==> config.mk <==
export PLATFORM = sky130hd
export DESIGN_NAME = mux_n_scan
export DESIGN_NICKNAME = d
export VERILOG_FILES = /design/src/rtl/mux_pkg.sv /design/src/rtl/mux_n_scan_rr_pick.sv /design/src/rtl/mux_n_scan.sv
export SDC_FILE = /design/constraint.sdc
export NUM_CORES = 1
export LEC_CHECK = 0
export ABC_AREA = 0
export BUFFER_PORTS_ARGS = -buffer_cell sky130_fd_sc_hd__buf_2
export CAP_MARGIN = 20
export CORE_MARGIN = 10
export CORE_UTILIZATION = 40
export CTS_CLUSTER_DIAMETER = 150
export DETAILED_ROUTE_END_ITERATION = 10
export GPL_ROUTABILITY_DRIVEN = 0
export HOLD_SLACK_MARGIN = 0.08
export PLACE_DENSITY = 0.87
export SKIP_LAST_GASP = 1
export SYNTH_ARGS = -nofsm -noshare
export SYNTH_HDL_FRONTEND = slang
export SYNTH_SLANG_ARGS = --single-unit
==> constraint.sdc <==
create_clock -name clk -period 2 [get_ports clk]
set_input_delay 0.4 -clock clk [delete_from_list [all_inputs] [get_ports clk]]
set_output_delay 0.4 -clock clk [all_outputs]
set_load 0.02 [all_outputs]
==> src/rtl/mux_pkg.sv <==
// Shared types for the mux_n_scan channel multiplexer (scan mode gated by
// MUX_N_SCAN_AUTO_SCAN_EN in the top).
package mux_pkg;

   typedef enum logic {
      MODE_MANUAL = 1'b0,
      MODE_SCAN   = 1'b1
   } mode_e;

   typedef enum logic {
      ST_EMPTY = 1'b0,
      ST_FULL  = 1'b1
   } state_e;

   function automatic int unsigned sel_width(input int unsigned n);
      return (n > 1) ? $clog2(n) : 1;
   endfunction

endpackage

==> src/rtl/mux_n_scan_rr_pick.sv <==
// Combinational round-robin picker: first requesting channel strictly after
// `last`, wrapping modulo N_CH.
module rr_pick #(
   parameter int unsigned N_CH  = 8,
   parameter int unsigned SEL_W = 3
) (
   input  logic [N_CH-1:0]  req,
   input  logic [SEL_W-1:0] last,
   output logic [SEL_W-1:0] gnt_idx,
   output logic             gnt_any
);

   logic [N_CH-1:0] mask;

   always_comb begin
      gnt_idx = '0;
      gnt_any = 1'b0;
      mask    = '0;
      // Walk from the farthest offset to the nearest so the nearest request wins.
      for (int unsigned off = N_CH; off >= 1; off--) begin
         mask = N_CH'(1) << ((32'(last) + off) % N_CH);
         if ((req & mask) != '0) begin
            gnt_any = 1'b1;
            gnt_idx = SEL_W'((32'(last) + off) % N_CH);
         end
      end
   end

endmodule

==> src/rtl/mux_n_scan.sv <==
// N-channel mux into a one-entry output register; round-robin scan mode is
// compiled in only when MUX_N_SCAN_AUTO_SCAN_EN is defined.
module mux_n_scan
   import mux_pkg::*;
#(
   parameter int unsigned  N_CH  = 8,
   parameter int unsigned  W     = 8,
   localparam int unsigned SEL_W = sel_width(N_CH)
) (
   input  logic              clk,
   input  logic              reset,
   input  logic [N_CH*W-1:0] in_data,
   input  logic [N_CH-1:0]   in_valid,
   output logic [N_CH-1:0]   in_ready,
   input  logic [SEL_W-1:0]  sel,
   input  logic              mode,
   output logic [W-1:0]      out_data,
   output logic [SEL_W-1:0]  out_ch,
   output logic              out_valid,
   input  logic              out_ready
);

   state_e           state_q, state_d;
   logic [W-1:0]     data_q, data_d;
   logic [SEL_W-1:0] ch_q, ch_d;
   logic             load, xfer;
   logic [SEL_W-1:0] pick;
   logic             pick_ok;
   logic [W-1:0]     pick_data;
   logic             pick_valid;

   assign load = (state_q == ST_EMPTY) || out_ready;

`ifdef MUX_N_SCAN_AUTO_SCAN_EN
   mode_e            mode_eff;
   logic [SEL_W-1:0] last_q, last_d;
   logic [SEL_W-1:0] gnt_idx;
   logic             gnt_any;

   assign mode_eff = mode_e'(mode);

   rr_pick #(
      .N_CH  (N_CH),
      .SEL_W (SEL_W)
   ) u_rr_pick (
      .req     (in_valid),
      .last    (last_q),
      .gnt_idx (gnt_idx),
      .gnt_any (gnt_any)
   );

   always_comb begin
      if (mode_eff == MODE_SCAN) begin
         pick    = gnt_idx;
         pick_ok = gnt_any;
      end else begin
         pick    = sel;
         pick_ok = (32'(sel) < N_CH);
      end
   end

   assign last_d = (xfer && (mode_eff == MODE_SCAN)) ? pick : last_q;

   // Reset to the top channel so the first scan search starts at channel 0.
   always_ff @(posedge clk or posedge reset) begin
      if (reset) begin
         last_q <= SEL_W'(N_CH - 1);
      end else begin
         last_q <= last_d;
      end
   end
`else
   logic unused_mode;

   assign unused_mode = mode;
   assign pick        = sel;
   assign pick_ok     = (32'(sel) < N_CH);
`endif

   always_comb begin
      pick_data  = '0;
      pick_valid = 1'b0;
      for (int unsigned i = 0; i < N_CH; i++) begin
         if (32'(pick) == i) begin
            pick_data  = in_data[i*W +: W];
            pick_valid = in_valid[i];
         end
      end
   end

   assign xfer = load && pick_ok && pick_valid;

   always_comb begin
      in_ready = '0;
      if (load && pick_ok && !reset) begin
         in_ready = N_CH'(1) << pick;
      end
   end

   always_comb begin
      state_d = state_q;
      data_d  = data_q;
      ch_d    = ch_q;
      if (xfer) begin
         state_d = ST_FULL;
         data_d  = pick_data;
         ch_d    = pick;
      end else if (out_ready) begin
         state_d = ST_EMPTY;
      end
   end

   always_ff @(posedge clk or posedge reset) begin
      if (reset) begin
         state_q <= ST_EMPTY;
         data_q  <= '0;
         ch_q    <= '0;
      end else begin
         state_q <= state_d;
         data_q  <= data_d;
         ch_q    <= ch_d;
      end
   end

   assign out_valid = (state_q == ST_FULL);
   assign out_data  = data_q;
   assign out_ch    = ch_q;

endmodule

==> Implementation_results.wiki <==
{| class="wikitable"
! Metric !! Value
|-
| Result of the run || finished clean
|-
| Final Util || 0.617
|-
| Routed WL per cell || 16.0 µm
|-
| Wire length of the first global-routing pass || 7.00 mm
|-
| Class of the most critical setup path || register to primary output
|-
| Post-layout worst setup margin || 0.230 ns
|-
| Fraction of final layout cells with drive strength greater than 1 || 0.600
|-
| Max VDD drop || 230 µV
|-
| Number of iterations in the first detailed-routing pass || 4
|-
| Bufs and invs on worst path || 1
|-
| Relative slew slack || 0.709
|-
| Die boundary width || 77.2 µm
|-
| CTS H-tree depth || 1
|-
| Leftover overflow at the end of global routing || 0
|-
| Multiplexer fraction of the synthesized cell area || 0.407
|-
| Area enclosed by the die boundary || 0.00596 mm²
|-
| Worst-path clk slew || 0.07 ns
|-
| Total design power || 1.08 mW
|-
| I/O pins || 99
|-
| Sequence of cells on the critical path || nor2b_1, nor2_1, nand2_1, nor2_1, buf_2
|-
| Leak pwr || 0.985 nW
|-
| Diodes inserted || 0
|-
| Worst Setup Start Kind || register
|-
| Data required time at the worst endpoint || 1.60 ns
|-
| Synth warn || 0
|-
| Number of synthesized register bits || 12
|-
| Clock period minus final worst setup slack || 1.77 ns
|-
| Area added between synthesis and finish || 46.0%
|-
| Share of the synthesized netlist area taken by xor and xnor gates || 0
|-
| Count of input and output buffers || 97
|-
| Transition time at the pin with the least slew margin || 0.436 ns
|-
| Combinational family with the most area after synthesis || multiplexers
|-
| Number of global-route vias before repair || 1545
|-
| Post-synthesis simple-gate area fraction || 0.174
|-
| Synthesized area per cell || 9.78 µm²
|-
| First DRT Iteration DRCs || 30
|-
| Maximum cell stage delay along the critical path || 0.37 ns
|-
| Final cell count without fillers || 279
|-
| Total Nets Final || 315
|-
| Count of instances resized after the clock tree is built || 0
|-
| Final Slew Violations || 0
|-
| Clock tree from TritonCTS || built
|-
| CP max-delay cell || sky130_fd_sc_hd__dfrtp_1
|-
| Category of cells accounting for the largest share of critical-path delay || simple AND/OR/NAND/NOR gates
|-
| Net Count, Synth || 213
|-
| Peak clock frequency supported by timing || 0.565 GHz
|-
| Fraction of the mapped netlist area in compound gates || 0.136
|-
| # Max-Cap Violations || 0
|-
| Post-Syn Area || 0.00131 mm²
|-
| Total via count after detailed routing || 1449
|-
| Type of element capturing the critical path || primary output
|-
| Clock buffer count from CTS || 3
|-
| Most prevalent standard cell on the critical path || sky130_fd_sc_hd__nor2_1
|-
| Remaining antenna violation count after routing || 0
|-
| Placement row count || 20
|-
| Post-Syn Instances || 134
|-
| Post-detail-place hpwl || 3.93 mm
|-
| Post-Place Worst Slack || -0.0298 ns
|-
| Pwr dens || 566 mW/mm²
|-
| Type of the tightest min-delay check || input port to async pin
|-
| Post-synth cell types || 31
|-
| Share of synthesized area occupied by flip-flops and latches || 0.229
|-
| Finish-stage setup viols || 0
|-
| Setup repair after global routing missed its margin || false
|-
| Number of fillers in the final layout || 311
|-
| Pin count of the biggest net entering global routing || 20
|-
| Post-DR vias/cell || 5.19
|-
| Maximum clock path buffer count || 2
|-
| Global-route usage over all layers || 0.142
|-
| Number of instances in the placed design || 275
|-
| Setup bufs post-CTS || 0
|-
| CTS root buffer || sky130_fd_sc_hd__clkbuf_4
|-
| Maximum net fanout on the critical path || 4
|-
| Floorplan die height || 77.2 µm
|-
| Setup skew after layout || 0.000435 ns
|-
| Insertion delay of the later-clocked pin in the worst-skew pair || 0.27 ns
|-
| Placeable Area || 0.00310 mm²
|-
| Remaining routing DRC violations || 0
|-
| Final wirelength || 4.47 mm
|-
| Antenna violations before repair || 0
|-
| Arrival @ worst endpoint || 1.37 ns
|-
| Count of endpoints failing hold in the final timing report || 0
|-
| CTS Sinks || 12
|-
| Initial Util || 0.422
|-
| Period utilisation layout || 0.885
|-
| Adder-cell share of the synthesized area || 0
|-
| Hold-fix buffers, CTS || 0
|}
-- state kept, by name, indices dropped and copies added (netlist names) --
name,cells
out_valid,1
out_ch,3
out_data,8
-- cells in the mapped netlist --
master                     instances  area (µm²)
sky130_fd_sc_hd__o22ai_1           3        18.8
sky130_fd_sc_hd__a211oi_1          5        37.5
sky130_fd_sc_hd__nor2_1           10        37.5
sky130_fd_sc_hd__buf_1             1        3.75
sky130_fd_sc_hd__nand2b_1          9        56.3
sky130_fd_sc_hd__or2_1             1        6.26
sky130_fd_sc_hd__nand2_1          12        45.0
sky130_fd_sc_hd__or4_4             1        11.3
sky130_fd_sc_hd__a22oi_1           3        22.5
sky130_fd_sc_hd__mux4_2            5         113
sky130_fd_sc_hd__mux2_4           10         150
sky130_fd_sc_hd__buf_6             1        11.3
sky130_fd_sc_hd__and2_1            1        6.26
sky130_fd_sc_hd__mux4_1            1        26.3
sky130_fd_sc_hd__clkbuf_1          3        11.3
sky130_fd_sc_hd__nor3_1            1        5.00
sky130_fd_sc_hd__mux2_1            1        11.3
sky130_fd_sc_hd__nor3b_1           1        7.51
sky130_fd_sc_hd__mux2i_1          12         120
sky130_fd_sc_hd__or2_2             1        6.26
sky130_fd_sc_hd__o31ai_1           1        7.51
sky130_fd_sc_hd__buf_2             6        30.0
sky130_fd_sc_hd__nor2b_1           6        37.5
sky130_fd_sc_hd__dfrtp_1          12         300
sky130_fd_sc_hd__inv_1             4        15.0
sky130_fd_sc_hd__o221a_2           1        11.3
sky130_fd_sc_hd__o211ai_1          4        30.0
sky130_fd_sc_hd__nand2b_2          1        8.76
sky130_fd_sc_hd__o32ai_1           4        35.0
sky130_fd_sc_hd__a21oi_1           3        15.0
sky130_fd_sc_hd__mux2_2           10         113
-- kinds of logic (layout without fill, tap and decap cells) --
| group | count (synthesis) | in the layout |
|---|---|---|
| buf+inv | 15 | 116 |
| flops | 12 | 12 |
| simple gates | 44 | 44 |
| compound gates | 24 | 24 |
| mux | 39 | 39 |
-- metal layers --
metal  vias up  part of all wire  track usage  wire length (µm)
li1        700                 -            -                 -
met4         0             0.011       0.0438                47
met2        55              0.53        0.263              2380
met5         -                 0            0                 0
met1       690              0.38        0.148              1720
met3         4             0.073       0.0408               325
-- worst paths after layout --
check	to	slack (ns)	cells after the start	startpoint
max	in_ready[3]	0.23	5	out_valid
min	out_valid	0.12	2	reset
max reg2reg	out_data[0]	0.41	3	out_valid
min reg2reg	out_data[0]	0.49	1	out_data[0]
max in group asynchronous	out_data[6]	1.59	2	reset
min in group clk	out_data[2]	0.48	4	in_data[34]
-- layout make-up --
| class | count | area (µm²) | share of cell area |
|---|---|---|---|
| timing repair buffer | 108 | 568 | 0.297 |
| multi-input combinational | 107 | 938 | 0.491 |
| inverter | 4 | 15.0 | 0.00785 |
| sequential | 12 | 300 | 0.157 |
| tap | 44 | 55.1 | 0.0288 |
| clock buffer | 4 | 36.3 | 0.0190 |
-- worst register-to-register path: cells and delay by family, from the launching register on --
family | cells | cell delay [ns]
and+or+nand+nor | 2 | 0.76
DFF | 1 | 0.37
muxes | 1 | 0.35
-- per-stage QoR --
step	instance area [µm²]	hold WS [ns]	TNS, ns
after floorplan	1310	0.265	0
after global placement	1880	0.419	-0.00854
after detailed placement	1880	0.422	-0.185
after CTS	1910	0.130	0
after global routing	1910	0.157	0
final	1910	0.118	0
-- report_power, final --
group	leakage (nW)	internal [mW]	total (mW)	switching, mW
logic	0.826	0.289	0.552	0.263
registers	0.138	0.310	0.346	0.0354
clock network	0.0210	0.111	0.186	0.0756
-- cell usage in the layout (no fill, tap or decap) --
cell type	instances
sky130_fd_sc_hd__o22ai_1	3
sky130_fd_sc_hd__nor3b_1	1
sky130_fd_sc_hd__and2_1	1
sky130_fd_sc_hd__o211ai_1	4
sky130_fd_sc_hd__nand2b_1	9
sky130_fd_sc_hd__nor2_1	10
sky130_fd_sc_hd__mux4_2	5
sky130_fd_sc_hd__mux4_1	1
sky130_fd_sc_hd__a22oi_1	3
sky130_fd_sc_hd__nor3_1	1
sky130_fd_sc_hd__nand2b_2	1
sky130_fd_sc_hd__nand2_1	12
sky130_fd_sc_hd__mux2i_1	12
sky130_fd_sc_hd__mux2_1	1
sky130_fd_sc_hd__mux2_4	10
sky130_fd_sc_hd__a21oi_1	3
sky130_fd_sc_hd__buf_4	11
sky130_fd_sc_hd__inv_1	4
sky130_fd_sc_hd__o31ai_1	1
sky130_fd_sc_hd__o32ai_1	4
sky130_fd_sc_hd__mux2_2	10
sky130_fd_sc_hd__nor2b_1	6
sky130_fd_sc_hd__clkbuf_4	3
sky130_fd_sc_hd__o221a_2	1
sky130_fd_sc_hd__a211oi_1	5
sky130_fd_sc_hd__or4_4	1
sky130_fd_sc_hd__or2_1	1
sky130_fd_sc_hd__clkbuf_8	1
sky130_fd_sc_hd__buf_2	97
sky130_fd_sc_hd__dfrtp_1	12
sky130_fd_sc_hd__or2_2	1
(Power assumes the default switching activity.)
